[config.mk]
export PLATFORM = sky130hd
export DESIGN_NAME = uart_tx_serializer_flat
export DESIGN_NICKNAME = d
export VERILOG_FILES = /design/src/rtl/uart_tx_serializer_pkg.sv /design/src/rtl/uart_tx_serializer_if.sv /design/src/rtl/uart_tx_serializer_baud_tick_gen.sv /design/src/rtl/uart_tx_serializer.sv /design/src/flat_wrapper.sv
export SDC_FILE = /design/constraint.sdc
export NUM_CORES = 1
export LEC_CHECK = 0
export ABC_AREA = 0
export CORE_UTILIZATION = 35
export CTS_CLUSTER_SIZE = 30
export DETAILED_ROUTE_END_ITERATION = 6
export SYNTH_ARGS = -nofsm -noshare
export SYNTH_HDL_FRONTEND = slang
export SYNTH_SLANG_ARGS = --single-unit
[constraint.sdc]
create_clock -name clk -period 3.3 [get_ports clk]
set_input_delay 0.495 -clock clk [delete_from_list [all_inputs] [get_ports clk]]
set_output_delay 0.495 -clock clk [all_outputs]
set_load 0.05 [all_outputs]
[src/rtl/uart_tx_serializer_pkg.sv]
// Shared types and constants for the UART transmit serializer.
// Frame state encoding, payload width and default baud divisor.
package uart_tx_serializer_pkg;

    localparam int UART_DATA_W           = 8;
    localparam int UART_BAUD_DIV_DEFAULT = 434;

    // TX_PARITY is kept even when parity is not built so the encoding never shifts.
    typedef enum logic [2:0] {
        TX_IDLE,
        TX_START,
        TX_DATA,
        TX_PARITY,
        TX_STOP
    } uart_tx_state_e;

    function automatic logic even_parity(input logic [UART_DATA_W-1:0] b);
        return ^b;
    endfunction

endpackage

[src/rtl/uart_tx_serializer_if.sv]
// Byte-send request and serial line between the UART control FSM and the serializer.
// master = control FSM side, slave = serializer side.
interface uart_tx_serializer_if;
    import uart_tx_serializer_pkg::*;

    logic                   send;
    logic [UART_DATA_W-1:0] data;
    logic                   tx;
    logic                   Tx_ready;

    modport master (
        output send,
        output data,
        input  tx,
        input  Tx_ready
    );

    modport slave (
        input  send,
        input  data,
        output tx,
        output Tx_ready
    );

endinterface

[src/rtl/uart_tx_serializer_baud_tick_gen.sv]
// Bit-time counter: one-cycle tick when the count reaches BAUD_DIV-1, then wraps.
// Synchronous clear restarts the bit time; counting only advances while enabled.
module uart_tx_serializer_baud_tick_gen #(
    parameter int BAUD_DIV = 434
) (
    input  logic clk,
    input  logic reset,
    input  logic clr,
    input  logic en,
    output logic tick
);

    localparam int               CNT_W = (BAUD_DIV > 1) ? $clog2(BAUD_DIV) : 1;
    localparam logic [CNT_W-1:0] LAST  = CNT_W'(BAUD_DIV - 1);

    logic [CNT_W-1:0] cnt;

    always_ff @(posedge clk) begin
        if (reset || clr) begin
            cnt <= '0;
        end else if (en) begin
            cnt <= (cnt == LAST) ? '0 : cnt + CNT_W'(1);
        end
    end

    assign tick = en && (cnt == LAST);

endmodule

[src/rtl/uart_tx_serializer.sv]
// 8N1 UART transmitter; tx/Tx_ready go low the cycle after send is sampled in IDLE.
// send is ignored while busy. Build with UART_TX_PARITY_EN for an even-parity bit (8E1).
module uart_tx_serializer
    import uart_tx_serializer_pkg::*;
#(
    parameter int BAUD_DIV = UART_BAUD_DIV_DEFAULT
) (
    input  logic                 clk,
    input  logic                 reset,
    uart_tx_serializer_if.slave  bus
);

    uart_tx_state_e         state;
    logic [UART_DATA_W-1:0] shreg;
    logic [2:0]             idx;
    logic                   tx_q;
    logic                   rdy_q;
    logic                   tick;
    logic                   start;
    logic                   busy;
`ifdef UART_TX_PARITY_EN
    logic                   par_q;
`endif

    assign start = (state == TX_IDLE) && bus.send;
    assign busy  = (state != TX_IDLE);

    uart_tx_serializer_baud_tick_gen #(
        .BAUD_DIV (BAUD_DIV)
    ) u_baud_tick_gen (
        .clk   (clk),
        .reset (reset),
        .clr   (start),
        .en    (busy),
        .tick  (tick)
    );

    always_ff @(posedge clk) begin
        if (reset) begin
            state <= TX_IDLE;
            tx_q  <= 1'b1;
            rdy_q <= 1'b1;
            shreg <= '0;
            idx   <= '0;
`ifdef UART_TX_PARITY_EN
            par_q <= 1'b0;
`endif
        end else begin
            case (state)
                TX_IDLE: begin
                    if (bus.send) begin
                        shreg <= bus.data;
                        idx   <= '0;
                        tx_q  <= 1'b0;
                        rdy_q <= 1'b0;
                        state <= TX_START;
`ifdef UART_TX_PARITY_EN
                        par_q <= even_parity(bus.data);
`endif
                    end else begin
                        tx_q  <= 1'b1;
                        rdy_q <= 1'b1;
                    end
                end

                TX_START: begin
                    if (tick) begin
                        tx_q  <= shreg[0];
                        state <= TX_DATA;
                    end
                end

                TX_DATA: begin
                    if (tick) begin
                        // idx wraps 7 -> 0 on the last bit, leaving it clean for the next frame.
                        shreg <= {1'b0, shreg[UART_DATA_W-1:1]};
                        idx   <= idx + 3'd1;
                        if (idx == 3'd7) begin
`ifdef UART_TX_PARITY_EN
                            tx_q  <= par_q;
                            state <= TX_PARITY;
`else
                            tx_q  <= 1'b1;
                            state <= TX_STOP;
`endif
                        end else begin
                            tx_q <= shreg[1];
                        end
                    end
                end

`ifdef UART_TX_PARITY_EN
                TX_PARITY: begin
                    if (tick) begin
                        tx_q  <= 1'b1;
                        state <= TX_STOP;
                    end
                end
`endif

                TX_STOP: begin
                    if (tick) begin
                        tx_q  <= 1'b1;
                        rdy_q <= 1'b1;
                        state <= TX_IDLE;
                    end
                end

                default: begin
                    tx_q  <= 1'b1;
                    rdy_q <= 1'b1;
                    state <= TX_IDLE;
                end
            endcase
        end
    end

    assign bus.tx       = tx_q;
    assign bus.Tx_ready = rdy_q;

endmodule

[src/flat_wrapper.sv]
// flat-port wrapper written by rule: the top's interface ports become plain ports
module uart_tx_serializer_flat import uart_tx_serializer_pkg::*;
#(
    parameter int BAUD_DIV = UART_BAUD_DIV_DEFAULT
)
  (clk, reset, bus_send, bus_data, bus_tx, bus_Tx_ready);
  uart_tx_serializer_if bus_i ();
  input  logic clk;
  input  logic reset;
  input wire logic [$bits(bus_i.send)-1:0] bus_send;
  input wire logic [$bits(bus_i.data)-1:0] bus_data;
  output wire logic [$bits(bus_i.tx)-1:0] bus_tx;
  output wire logic [$bits(bus_i.Tx_ready)-1:0] bus_Tx_ready;
  assign bus_i.send = bus_send;
  assign bus_i.data = bus_data;
  assign bus_tx = bus_i.tx;
  assign bus_Tx_ready = bus_i.Tx_ready;
  uart_tx_serializer #(.BAUD_DIV(BAUD_DIV)) u_core (.clk(clk), .reset(reset), .bus(bus_i));
endmodule
* Yosys cells after proc, flatten, opt, wreduce, memory -nomap -nowiden *
Cells that the tools add are included.

word-level totals
  word-level logic and storage cells = 50
  input bits = 11
  flip-flop bits (word level) = 25
  output and inout bits = 2

cells by class
  reductions and logical operators = 11
  eq/ne operators = 10
  $add $sub $neg = 2
  bitwise gates (word level) = 1
  multiplexer cells = 20

operators with widths
  operator                                                               count
  3-bit 2-to-1 mux                                                       7
  8-bit 2-to-1 mux                                                       2
  8-bit case mux with 2 select lines                                     1
  3-bit case mux with 4 select lines                                     1
  9-bit by 1-bit adder with 9-bit output, second input constant          1
  9-bit equality test, second input constant                             1
  9-bit 2-to-1 mux                                                       1
  2-bit by 1-bit != test with 1-bit output, second input constant        4
  3-bit equality test, second input constant                             2
  3-bit case mux with 2 select lines                                     1
  3-bit AND reduction                                                    2
  1-bit 2-to-1 mux                                                       5
  5-bit AND reduction                                                    1
  1-bit case mux with 4 select lines                                     1
  3-bit by 1-bit adder with 3-bit output, second input constant          1
  3-bit by 1-bit equality test with 1-bit output, second input constant  1
  3-bit by 2-bit equality test with 1-bit output, second input constant  1
  3-bit logical NOT                                                      1
  1-bit case mux with 3 select lines                                     1
  3-bit nonzero test                                                     1
  1-bit logical AND                                                      2
  2-bit != test, second input constant                                   1
  2-bit AND reduction                                                    1
  2-bit nonzero test                                                     1
  3 further kinds                                                        3

* Longest topological paths before layout *
  word-level depth = 4
  gate-level depth with buffers = 7
  depth with buffers taken out = 6

* Hierarchy *
A second synthesis with hierarchy kept.

second synthesis, totals
  cells, all modules = 160
  area, all modules = 1335.0 µm²

modules (own cells, without submodules)
  module                            cells an instance  seq. area each (µm²)  area an instance (µm²)  instances
  uart_tx_serializer                105                320.3                 860.8                   1
  uart_tx_serializer_baud_tick_gen  55                 180.2                 474.2                   1

* Worst setup path after synthesis *
Ideal clock, no wire load.

  kind = register to register
  start point = reg u_core.u_baud_tick_gen.cnt[1]
  end point = reg u_core.u_baud_tick_gen.cnt[0]
  period minus slack after synthesis = 1.624 ns
  library setup time = 0.064 ns
  path slack = 1.676 ns
  buffers on the path = 1
  required time = 3.236 ns
  stages on the path, launching flop included = 8
  arrival time = 1.560 ns
  cells stage by stage = dfxtp_1 -> inv_1 -> ha_1 -> and4b_4 -> and2_1 -> buf_2 -> a211o_2 -> nor2_1

between the ends
  cells in the longest elaborated chain, start to end = 2

RTL lines
  what                      RTL line                                RTL
  start: declaration        uart_tx_serializer_baud_tick_gen.sv:16  logic [CNT_W-1:0] cnt;
  start signal: assignment  uart_tx_serializer_baud_tick_gen.sv:22  cnt <= (cnt == LAST) ? '0 : cnt + CNT_W'(1);
  9-bit equality test       uart_tx_serializer_baud_tick_gen.sv:22
  9-bit 2-to-1 mux          uart_tx_serializer_baud_tick_gen.sv:22

Every way passes these cells.
A chain may end at the register's enable or synchronous reset.

* Final worst setup path *
  start point = reg u_core.tx_q, in the netlist u_core.bus.tx
  end point = out bus_tx

RTL lines
  what                      RTL line                  RTL
  start: declaration        uart_tx_serializer.sv:16  logic tx_q;
  start signal: assignment  uart_tx_serializer.sv:68  tx_q <= shreg[0];
  start signal: assignment  uart_tx_serializer.sv:87  tx_q <= shreg[1];
  end: declaration          flat_wrapper.sv:12        output wire logic [$bits(bus_i.tx)-1:0] bus_tx;

No word-level cell between the ends.

==> PnR_summary.wiki <==
{| class="wikitable"
! Metric !! Value
|-
| Type of the setup path with the least slack || reg -> out
|-
| Layout cells sized above 1 || under 10%
|-
| Multi-input gate area || between 700 and 800 µm²
|-
| Most common library cell in the layout ignoring fill and taps || dfxtp_1
|-
| Synthesized flop and latch total || 25
|-
| Path class of the lowest-slack min-delay path || reg -> reg
|-
| Relative slew slack || a little over half
|-
| Number of different library cells in the post-synthesis netlist || 37
|-
| Worst reg2reg startpoint || u_core.state[1]
|-
| Final-stage net count || 168
|-
| Antenna violations before repair || 0
|-
| Total nets after synthesis || around 160
|-
| Number of H-tree levels || 1
|-
| Chain of cells forming the critical path || clkdlybuf4s50_1
|-
| Diode count || 0
|-
| Share of the clock period used by the worst path after layout || between 50% and 60%
|-
| Worst Hold Launch || u_core.shreg[7]
|-
| I/O pin total || 13
|-
| Average instance area after synthesis || 9.02 µm²
|-
| Crit-path max cell delay || 0.80 ns
|-
| Crit path max-delay cell type || clkdlybuf4s50_1
|-
| Clock slew at the register clock pins of the worst setup and hold paths || approximately 0.090 ns
|-
| Number of setup violations in the final report || 0
|-
| Routed wire length || around 2500 µm
|-
| Arrival time of data at the critical path endpoint || between 1 and 1.5 ns
|-
| Final hold vios || 0
|-
| Launching element of the worst setup path || u_core.bus.tx
|-
| Maximum vdd ir drop || between 0.15 and 0.2 mV
|-
| RSZ-0062 raised after global routing || no
|-
| Number of buffers inserted by post-CTS setup repair || 0
|-
| Y dimension of the die || ~63 µm
|-
| Number of standard cells after synthesis || ~150
|-
| Longest Clk Path Bufs || 2
|-
| Clock tree sinks || 25
|-
| DPL Wire Length || between 1500 and 2000 µm
|-
| Total routing usage reported by global routing || 13.6%
|-
| Vias || 1041
|-
| Avg Vias per Cell || about 5.3
|-
| Cell depth of the worst min-delay path || 2
|-
| LEAKAGE || 0.514 nW
|-
| Number of buffers added by the clock tree synthesis step || 3
|-
| CTS tree || built
|-
| Status || finished clean
|-
| Combined area of all synthesized cells || approximately 1300 µm²
|-
| Number of rows in the core area || 21
|-
| Average detailed-routed wire length per instance || between 10 and 15 µm
|-
| Required time reported for the critical path endpoint || ~2.8 ns
|-
| Cell at the root of the clock tree || clkbuf_8
|-
| Starting DRC count in detailed routing || 30
|-
| FF-to-FF setup slack || 1.44 ns
|-
| Initial Utilization || 38.0%
|-
| Clk_skew || between 0.004 and 0.005 ns
|-
| Worst min-delay path endpoint || u_core.shreg[7]
|-
| Overall die area || 4010 µm²
|-
| Final cell utilization of the core || between 40 and 50%
|-
| DRC Markers || 0
|-
| CP endpoint kind || output pin
|-
| Worst R2R Path Depth || 5
|-
| First-pass GRT wire length || between 4000 and 5000 µm
|-
| Antenna-violating nets left || 0
|-
| Setup TNS || 0 ns
|-
| Number of gates resized after CTS || 0
|-
| Worst skew pair latency || between 0.2 and 0.3 ns
|-
| Critical register-to-register path endpoint || u_core.shreg[5]
|-
| Min cycle time layout || between 1.5 and 2 ns
|-
| Count of buffers inserted at the top-level ports || 12
|-
| Global placer's final weighted congestion || ~0.74
|-
| Synthesis Warnings || 0
|-
| Count of hold buffers inserted by post-cts repair || 0
|-
| Maximum number of pins on one net before global-route repair || 21
|-
| Crit-path max FO || 2
|-
| Number of maximum-capacitance constraint violations || 0
|-
| Power Dens Cells || between 300 and 400 nW/µm²
|-
| Vias in the first global route || between 900 and 1000
|-
| Count of TritonRoute iterations in the first routing pass || 4
|-
| Register area share after synthesis || between 30 and 40%
|-
| Sort of element at the start of the critical path || register
|-
| Total global routing overflow || 0
|-
| Top library cells by usage in the layout, fill and taps aside || 25 x dfxtp_1, 19 x nor2_1, 12 x clkdlybuf4s50_1
|-
| Count of filler cells inserted in the layout || ~370
|-
| Storage element area || 500 µm²
|-
| Slew at the pin closest to its max-slew limit || about 0.69 ns
|-
| Cell class contributing the biggest share of worst-path delay || buffers and inverters
|-
| Final slew viol count || 0
|-
| Die width || approximately 63 µm
|-
| Smallest hold slack || between 0.4 and 0.5 ns
|-
| Synthesis-to-finish area growth || 11.0%
|-
| WP buf/inv || 1
|-
| Floorplan Core Area || 3470 µm²
|-
| Maximum clock frequency || between 0.5 and 0.6 GHz
|}
-- report_power, final --
part           internal (mW)  switching [mW]
Sequential             0.315          0.0109
Clock                 0.0865          0.0969
Combinational         0.0358          0.0378
Total                  0.437           0.146
-- flip-flops by register name (all words and copies together) (netlist names) --
| signal | flops |
|---|---|
| u_core.bus.tx | 1 |
| u_core.idx | 3 |
| u_core.state | 3 |
| u_core.shreg | 8 |
| u_core.bus.Tx_ready | 1 |
| u_core.u_baud_tick_gen.cnt | 9 |
-- cell usage after synthesis --
master,number,area share [%]
a31oi_1,1,0.48
nand3_4,1,1.3
xnor2_1,2,1.3
buf_4,3,1.7
a211oi_1,9,5.1
nand3_1,6,2.3
dfxtp_1,25,38
a311oi_1,1,0.66
and3_1,1,0.48
and2_1,2,0.95
buf_6,4,3.4
a21oi_1,7,2.7
xor2_1,7,4.7
nor2_1,19,5.4
inv_1,2,0.57
nor3b_2,1,0.95
nand2b_1,2,0.95
nand2_1,7,2.0
mux2i_1,1,0.76
and4bb_2,1,0.95
buf_2,2,0.76
o21ai_0,3,1.1
a211o_2,1,0.76
nor3_1,3,1.1
o31ai_1,1,0.57
o311a_1,1,0.76
o21a_1,1,0.57
nand4b_1,2,1.3
nand4_1,5,2.4
clkbuf_1,2,0.57
ha_1,4,3.8
a221oi_1,7,4.7
or3_4,1,0.85
nor2b_1,7,3.3
nor3b_1,2,1.1
nand3b_1,1,0.57
and4b_4,1,1.0
-- area by class of cell --
| type | instances | share of cell area, % |
|---|---|---|
| multi-input combinational | 108 | 49.5 |
| inverter | 2 | 0.513 |
| tap | 46 | 3.93 |
| clock buffer | 4 | 3.08 |
| sequential | 25 | 34.2 |
| timing repair buffer | 13 | 8.73 |
-- cell families (layout without fill, tap and decap cells) --
kind of cell | Yosys count | in the layout | share of synthesized area, %
xor gates and xnor gates | 9 | 9 | 5.98
DFF | 25 | 25 | 38.0
muxes | 1 | 1 | 0.760
buffers and inverters | 13 | 19 | 7.03
adders and majority gates | 4 | 4 | 3.80
and+or+nand+nor | 62 | 62 | 27.1
AOI/OAI and AO/OA | 32 | 32 | 17.4
-- metrics by stage --
step	worst slack, ns	total power [mW]	area [µm²]	cells
after floorplan	1.68	0.387	1320	146
after CTS	1.37	0.591	1460	198
after global routing	1.23	0.616	1460	198
after global placement	1.32	0.405	1420	194
after detailed placement	1.26	0.406	1420	194
final	1.38	0.582	1460	198
-- routing by layer --
layer / GRT usage, % / vias up / share of wire (%)
li1: - / 542 / -
met1: 16.5 / 479 / 47
met5: 0 / - / 0
met2: 22.3 / 16 / 48
met4: 8.52 / 0 / 2.3
met3: 2.17 / 4 / 3.1
-- worst max-delay path by stage --
stage	depth (start not counted)	end
detailed placement	4	u_core.shreg[5]
CTS	1	bus_tx
floorplan	7	u_core.u_baud_tick_gen.cnt[0]
finish	1	bus_tx
global placement	4	u_core.shreg[3]
global route	4	u_core.shreg[5]
(Power assumes the default switching activity.)
